`src/rtl/sample_fifo.sv`:
```
`default_nettype none
// ============================================================================
//  Module   : sample_fifo
//  Brief    : Tick-edge-triggered sample capture into a first-word-fall-through
//             FIFO with a separate fill-level counter and a sticky overflow
//             flag for samples dropped while full.
//  Revision : 1.0  initial release
// ============================================================================
module sample_fifo #(
    parameter int WIDTH      = 16,
    parameter int DEPTH_LOG2 = 4
) (
    input  logic                  clk_in,
    input  logic                  rst,
    input  logic                  tick_in,
    input  logic [WIDTH-1:0]      sample_in,
    input  logic                  out_ready,
    input  logic                  ovf_clr,
    output logic [WIDTH-1:0]      out_data,
    output logic                  out_valid,
    output logic [DEPTH_LOG2:0]   level,
    output logic                  overflow
);

    localparam int                c_DEPTH = 1 << DEPTH_LOG2;
    localparam logic [DEPTH_LOG2:0] c_FULL = (DEPTH_LOG2 + 1)'(c_DEPTH);

    // Registered state
    logic                         r_tick_q;
    logic [DEPTH_LOG2-1:0]        r_wr_ptr_q, r_wr_ptr_d;
    logic [DEPTH_LOG2-1:0]        r_rd_ptr_q, r_rd_ptr_d;
    logic [DEPTH_LOG2:0]          r_level_q,  r_level_d;
    logic                         r_ovf_q,    r_ovf_d;
    logic [WIDTH-1:0]             r_mem_q [c_DEPTH];

    // Combinational control
    logic                         w_edge;
    logic                         w_full;
    logic                         w_pop;
    logic                         w_push;
    logic                         w_drop;

    // A push needs a fresh 0->1 transition; a full FIFO still accepts the
    // push when a pop frees a slot in the same cycle.
    always_comb begin
        w_edge = tick_in & ~r_tick_q;
        w_full = (r_level_q == c_FULL);
        w_pop  = (r_level_q != '0) & out_ready;
        w_push = w_edge & (~w_full | w_pop);
        w_drop = w_edge & w_full & ~w_pop;
    end

    // Next-state for pointers, level and the sticky overflow flag
    always_comb begin
        r_wr_ptr_d = r_wr_ptr_q;
        r_rd_ptr_d = r_rd_ptr_q;
        r_level_d  = r_level_q;
        r_ovf_d    = r_ovf_q;

        if (w_push) begin
            r_wr_ptr_d = r_wr_ptr_q + DEPTH_LOG2'(1);
        end
        if (w_pop) begin
            r_rd_ptr_d = r_rd_ptr_q + DEPTH_LOG2'(1);
        end

        case ({w_push, w_pop})
            2'b10:   r_level_d = r_level_q + (DEPTH_LOG2 + 1)'(1);
            2'b01:   r_level_d = r_level_q - (DEPTH_LOG2 + 1)'(1);
            default: r_level_d = r_level_q;
        endcase

        // A drop in the same cycle as a clear must leave the flag set
        if (w_drop) begin
            r_ovf_d = 1'b1;
        end else if (ovf_clr) begin
            r_ovf_d = 1'b0;
        end
    end

    // Control registers; tick history resets high so a level already high
    // at reset release is not mistaken for an edge
    always_ff @(posedge clk_in) begin
        if (rst) begin
            r_tick_q   <= 1'b1;
            r_wr_ptr_q <= '0;
            r_rd_ptr_q <= '0;
            r_level_q  <= '0;
            r_ovf_q    <= 1'b0;
        end else begin
            r_tick_q   <= tick_in;
            r_wr_ptr_q <= r_wr_ptr_d;
            r_rd_ptr_q <= r_rd_ptr_d;
            r_level_q  <= r_level_d;
            r_ovf_q    <= r_ovf_d;
        end
    end

    // Sample storage, written on accepted pushes only; contents need no reset
    // because the outputs ignore them while empty
    always_ff @(posedge clk_in) begin
        if (!rst && w_push) begin
            r_mem_q[r_wr_ptr_q] <= sample_in;
        end
    end

    // Fall-through head word and status outputs
    always_comb begin
        out_data  = r_mem_q[r_rd_ptr_q];
        out_valid = (r_level_q != '0);
        level     = r_level_q;
        overflow  = r_ovf_q;
    end

endmodule
`default_nettype wire

```
`config.mk`:
```
export PLATFORM = sky130hd
export DESIGN_NAME = sample_fifo
export DESIGN_NICKNAME = d
export VERILOG_FILES = /design/src/rtl/sample_fifo.sv
export SDC_FILE = /design/constraint.sdc
export NUM_CORES = 1
export LEC_CHECK = 0
export CORE_UTILIZATION = 60
export DETAILED_ROUTE_END_ITERATION = 6
export PLACE_DENSITY = 0.86
export REMOVE_ABC_BUFFERS = 1
export SYNTH_ARGS = -nofsm -noshare
export SYNTH_HDL_FRONTEND = slang
export SYNTH_SLANG_ARGS = --single-unit
```
`constraint.sdc`:
```
create_clock -name clk_in -period 2.85 [get_ports clk_in]
set_input_delay 0.7125 -clock clk_in [delete_from_list [all_inputs] [get_ports clk_in]]
set_output_delay 0.7125 -clock clk_in [all_outputs]
set_load 0.01 [all_outputs]
```
==> results.cfg, run 1 <==
[yosys]
syn_avg_cell_area_um2 = 22.3
synthCells = 473
ys_warn_count = 0
ys_types = 29
syn-cell-area_um2 = 10600
synth_seq_area_share_pct = 76.4
yosys-top-cells-area = edfxtp_1 73%, mux4_2 17%, dfxtp_1 3.6%
synth_top_area_share_pct = 72.8
yosys.area.top_type = edfxtp_1
ys_ff_latch = 275

[critical_path]
path_max_fanout = 5
r2r-start = level[0]$_SDFFE_PP0P_
reg2regPathDepth = 9
worstPathRequired_ns = 2.14
crit_type = flip-flop to output pin
arrival_ns = 2.50
endpoint_kind = output pin
critPathLaunchType = flip-flop

[clock_tree]
ctsLongestPathBuffers = 3
tritoncts = done
numCtsBuffers = 28
clk_latency_ns = 0.55
cts-root-buf = clkbuf_16
clkTransAtPathRegs_ns = 0.07
ctsHoldBuffers = 0
clkSinkCount = 275
h-tree-depth = 1

[floorplan]
dieArea_um2 = 18100
rows = 48
dieHeight_um = 135
pin_count = 44
coreArea_um2 = 17200
start_util_pct = 61.3
die_w_um = 135

[sta]
setup_tns_ns = -4.34
finalMaxSlewViolations = 0
setup_viol = 16
period_minus_slack_ns = 3.21
hold_viol_final = 0
fmax_mhz = 312
whs_ns = 0.491
max-slew-margin-rel_pct = 51.4
finClkSkew_ns = 0.0234
fin_crit_sh_pct = 113
fin_ws_ns = -0.359
worst_pin_slew_ns = 0.727
rsz0062_at_grt = yes

[grt]
antenna_found_initial = 0
overflow = 0
grt_pass1_vias = 5795
grtUsageTotal_pct = 30.0
grt_pass1_wl_mm = 37.7
grt_max_degree = 41

[drt]
drt-total-wl_mm = 25.9
drt_iter0_drc = 537
antenna_left = 0
first_pass_iters = 5
drc_errors = 0
post_drt_via_cell_ratio = 6.54
wl_per_cell_um = 30.5
vias = 5563

[worst_hold_path]
hold_depth = 2
hp-class = flip-flop to flip-flop
worstHoldStart = overflow$_SDFFE_PP0P_

[pwr]
intPower_mw = 8.14
power_density_nw_per_um2 = 841
p_seq_share_pct = 42.0
p_sw_mw = 2.75
combPwrFrac_pct = 25.5
peakVddDrop_mv = 0.632
p_leak_nw = 4.22
pwr-share-clk_pct = 32.6
sw_frac_of_total_pct = 25.3

[finish]
final_cells = 850
num_antenna_cells = 0
n_fill_cell = 850
drive_gt1_share_pct = 35.8
nets = 632
syn2layout_area_growth_pct = 22.6
fin_util_pct = 75.1

[job]
drv_cap = 0

[placement]
dp_hpwl_mm = 13.6
dp.cells = 780
port_buffers = 43
gp_congestion = 0.765

[run_status]
failed_checks = negative setup slack
status = finished with violations
[power groups by stage]
stage | clock, mW | sequential [mW] | combinational [mW]
after floorplan | 0 | 4.87 | 1.22
after global routing | 3.72 | 4.58 | 2.93
after global placement | 0 | 4.65 | 2.06
after CTS | 3.52 | 4.58 | 2.66
final | 3.55 | 4.57 | 2.77
after detailed placement | 0 | 4.66 | 2.13
[routing by layer]
layer  global-route usage, %  wire [um]  share of wire [%]
met5                       0          0                  0
met4                    11.7       1080                4.2
met3                    4.58       1810                7.0
met2                    54.2      13800                 53
met1                    36.6       9230                 36
[worst max-delay path: stages (launching register included)]
cell	delay (ns)
dfxtp_4	0.40
buf_6	0.11
buf_6	0.12
buf_12	0.13
mux4_2	0.52
mux4_2	0.53
buf_6	0.14
[cell usage in the layout, fill, tap and decap left out, types with 7 or more instances in the layout]
master           instances
nor2_1                  33
buf_4                   54
nand2_1                  9
xor2_1                   7
buf_6                   19
a21oi_1                  8
ha_1                     7
buf_12                  10
edfxtp_1               256
mux4_2                  80
clkdlybuf4s50_1         27
clkbuf_16               28
clkinv_2                 8
dfxtp_1                 17
[state kept, by name (all words and copies together), names as in the netlist, named ones only]
register	cells
r_rd_ptr_q	4
r_mem_q	256
r_wr_ptr_q	4
level	5
r_tick_q	1
overflow	1
[final cells by class]
type / instances / area [um2] / share of cell area, %
Tap cell: 225 / 282 / 2.17
Clock buffer: 32 / 716 / 5.53
Timing Repair Buffer: 121 / 1310 / 10.1
Inverter: 4 / 15.0 / 0.116
Clock inverter: 19 / 155 / 1.20
Sequential cell: 275 / 8070 / 62.3
Multi-Input combinational cell: 174 / 2400 / 18.5
[path summary, 6_finish.rpt]
path,end,slack (ns)
setup / recovery,out_data[15],-0.36
hold / removal,overflow$_SDFFE_PP0P_,0.49
setup reg to reg,level[4]$_SDFFE_PP0P_,0.49
hold reg to reg,overflow$_SDFFE_PP0P_,0.49
[cells in the mapped netlist]
master,n
o31ai_1,1
clkbuf_1,10
nand2_1,9
a31oi_2,1
xnor2_1,2
a21oi_2,1
nor4_4,1
ha_1,7
xor2_1,7
nand2b_1,2
nand4_1,3
nor2_1,35
edfxtp_1,256
nor4b_1,1
a211oi_4,1
buf_1,2
a21oi_1,8
mux2_1,1
nor3_1,1
mux4_2,80
nand3b_1,2
mux2i_1,4
o21ai_0,2
or3_1,3
or2_2,1
buf_2,8
nor2b_1,1
dfxtp_1,19
inv_1,4
[kinds of logic after synthesis]
kind of cell               count (synthesis)  synth area share, %
muxes                                     85                 17.5
xor gates and xnor gates                   9                0.746
adders and majority gates                  7                0.829
AOI/OAI and AO/OA                         14                0.936
and+or+nand+nor                           59                 2.63
buffers and inverters                     24                0.948
DFF                                      275                 76.4
[metrics by stage]
stage | total power, mW | setup WS (ns) | cell area, um2
5_1_grt | 11.2 | -0.403 | 13000
3_3_place_gp | 6.71 | -0.0354 | 11700
3_5_place_dp | 6.79 | -0.0941 | 11700
6_report | 10.9 | -0.359 | 13000
4_1_cts | 10.8 | -0.359 | 12900
2_1_floorplan | 6.09 | -1.74 | 10500
[what timing repair did]
action | in CTS | in global routing
cloned | 6 | 0
gates resized for setup | 95 | 4
pin swaps | 0 | 1
endpoints found under the setup margin | 16 | 17
buffers inserted | 9 | 5
No activity file was read; power rests on OpenSTA's default activity.
==> run 2: changes to the inputs <==
==> config.mk (replaced) <==
export PLATFORM = sky130hd
export DESIGN_NAME = sample_fifo
export DESIGN_NICKNAME = d
export VERILOG_FILES = /design/src/rtl/sample_fifo.sv
export SDC_FILE = /design/constraint.sdc
export NUM_CORES = 1
export LEC_CHECK = 0
export CORE_UTILIZATION = 65
export DETAILED_ROUTE_END_ITERATION = 6
export PLACE_DENSITY = 0.92
export SYNTH_ARGS = -nofsm -noshare
export SYNTH_HDL_FRONTEND = slang
export SYNTH_SLANG_ARGS = --single-unit
==> constraint.sdc (replaced) <==
create_clock -name clk_in -period 4.1 [get_ports clk_in]
set_input_delay 1.025 -clock clk_in [delete_from_list [all_inputs] [get_ports clk_in]]
set_output_delay 1.025 -clock clk_in [all_outputs]
set_load 0.01 [all_outputs]
==> run 2 against run 1 <==
The run now ends clean. Combinational power fell by 49%. Worst hold slack lost 0.0090 ns. Routed wire length decreased by 9.4%. Cell area shrank 4.5%. Clock skew down 0.0085 ns. Core utilization up 2.7 points. Die area decreased by 7.6%. First-iteration DRC count shrank 3.7%. Critical path type unchanged. Highest routed layer unchanged.
==> results.cfg, run 2 (synthesis gave the netlist of run 1 again) <==
[critical_path]
path_max_fanout = 28
crit_type = flip-flop to output pin
critPathLaunchType = flip-flop
cp_slowest_cell = mux4_2
arrival_ns = 2.91
worstPathRequired_ns = 3.07
crit_path_frequent_cell = mux4_2
critical-path-max-stage-delay_ns = 0.56
endpoint_kind = output pin
crit_chain = buf_12 -> mux4_2 -> mux4_2 -> clkdlybuf4s50_1

[placement]
dp_hpwl_mm = 13.0
dpl-instance-area_um2 = 11500
gp_congestion = 0.805
port_buffers = 43

[sta]
setup_viol = 0
finalMaxSlewViolations = 0
fin_crit_sh_pct = 96.1
finClkSkew_ns = 0.0149
hold_viol_final = 0
whs_ns = 0.482
fmax_mhz = 254
rsz0062_at_grt = no
worst_pin_slew_ns = 0.674
period_minus_slack_ns = 3.94
setup_tns_ns = 0
max-slew-margin-rel_pct = 55.0

[clock_tree]
clk_latency_ns = 0.52
h-tree-depth = 1
clkSinkCount = 275
ctsHoldBuffers = 0
numCtsBuffers = 26
cts-root-buf = clkbuf_16
clkTransAtPathRegs_ns = 0.06
ctsLongestPathBuffers = 3
tritoncts = done

[pwr]
pwr-share-clk_pct = 35.0
combPwrFrac_pct = 19.9
sw_frac_of_total_pct = 23.7
power_density_nw_per_um2 = 576
p_sw_mw = 1.69
p_seq_share_pct = 45.1
p_leak_nw = 3.88
intPower_mw = 5.44
peakVddDrop_mv = 0.408

[grt]
grtUsageTotal_pct = 29.9
grt_pass1_wl_mm = 34.3
grt_pass1_vias = 5568
grt_max_degree = 29
antenna_found_initial = 0
overflow = 0

[finish]
syn2layout_area_growth_pct = 17.1
seqCellArea_um2 = 8070
nets = 581
multi_input_area_um2 = 2400
layout_commonest_cell = edfxtp_1
fin_util_pct = 77.9
largest_reg_flops = 256
num_antenna_cells = 0
top_register = r_mem_q
drive_gt1_share_pct = 27.2
fin_area_um2 = 12400
n_fill_cell = 802
final_cell_mix = 256 x edfxtp_1, 80 x mux4_2, 43 x clkdlybuf4s50_1, 35 x nor2_1, 27 x clkbuf_16

[yosys]
synthesis.nets = 501

[floorplan]
dieHeight_um = 129
rows = 46
coreArea_um2 = 15900
die_w_um = 129
pin_count = 44
start_util_pct = 66.5
dieArea_um2 = 16800

[run_status]
status = finished clean

[worst_hold_path]
hp-class = flip-flop to flip-flop

[job]
drv_cap = 0

[drt]
first_pass_iters = 5
drc_errors = 0
drt_iter0_drc = 517
vias = 5218
wl_per_cell_um = 29.8
post_drt_via_cell_ratio = 6.61
drt-total-wl_mm = 23.5
antenna_left = 0
==> run 2: cell count changes in the layout (fill, tap and decap cells not counted), sizes merged <==
| cell | delta |
|---|---|
| inv | -1 |
| clkinvlp | -1 |
| bufinv | +3 |
| buf | -65 |
| clkinv | -4 |
| clkdlybuf4s50 | +16 |
==> run 2: worst paths after layout <==
kind,from,endpoint,slack (ns),depth (start not counted)
worst min register to register,overflow$_SDFFE_PP0P_,overflow$_SDFFE_PP0P_,0.48,2
worst min-delay path,overflow$_SDFFE_PP0P_,overflow$_SDFFE_PP0P_,0.48,2
worst max register to register,level[1]$_SDFFE_PP0P_,level[4]$_SDFFE_PP0P_,1.54,8
worst max-delay path,flip-flop,out_data[5],0.16,4
==> run 2: cell type report <==
class / count / area share, %
clock buffers: 32 / 5.61
clock inverters: 16 / 1.66
repair buffers: 72 / 5.81
well taps: 216 / 2.18
multi-input cells: 174 / 19.4
inverters: 4 / 0.121
flip-flops and latches: 275 / 65.3
==> run 2: layer usage <==
layer | global-route usage (%) | vias up | wire length (um)
li1 | - | 2125 | -
met1 | 36.5 | 2696 | 8180
met2 | 53.5 | 319 | 12600
met3 | 4.54 | 78 | 1710
met4 | 13.1 | 0 | 981
met5 | 0 | - | 0
==> run 2: power groups by stage <==
stage	Sequential [mW]	Combinational (mW)	Clock, mW
final	3.22	1.42	2.50
after global routing	3.23	1.51	2.62
after CTS	3.22	1.43	2.52
after detailed placement	3.30	1.37	0
after global placement	3.29	1.30	0
after floorplan	3.22	0.988	0
==> run 2: critical path, delay by kind of cell (launching register included) <==
kind	cells	cell delay (ns)
buffers and inverters	2	0.76
flip-flops	1	0.53
multiplexers	2	1.06
==> run 2: metrics by stage <==
| stage | setup WS [ns] | power, mW | instances |
|---|---|---|---|
| 2_1_floorplan | 1.25 | 4.21 | 473 |
| 3_3_place_gp | 0.617 | 4.59 | 740 |
| 3_5_place_dp | 0.582 | 4.66 | 740 |
| 4_1_cts | 0.126 | 7.17 | 789 |
| 5_1_grt | 0.0437 | 7.36 | 789 |
| 6_report | 0.160 | 7.13 | 789 |
==> run 2: repair_timing <==
action,in CTS,in global routing
buffers inserted,1,0
endpoints found under the setup margin,1,0
gates resized for setup,0,0
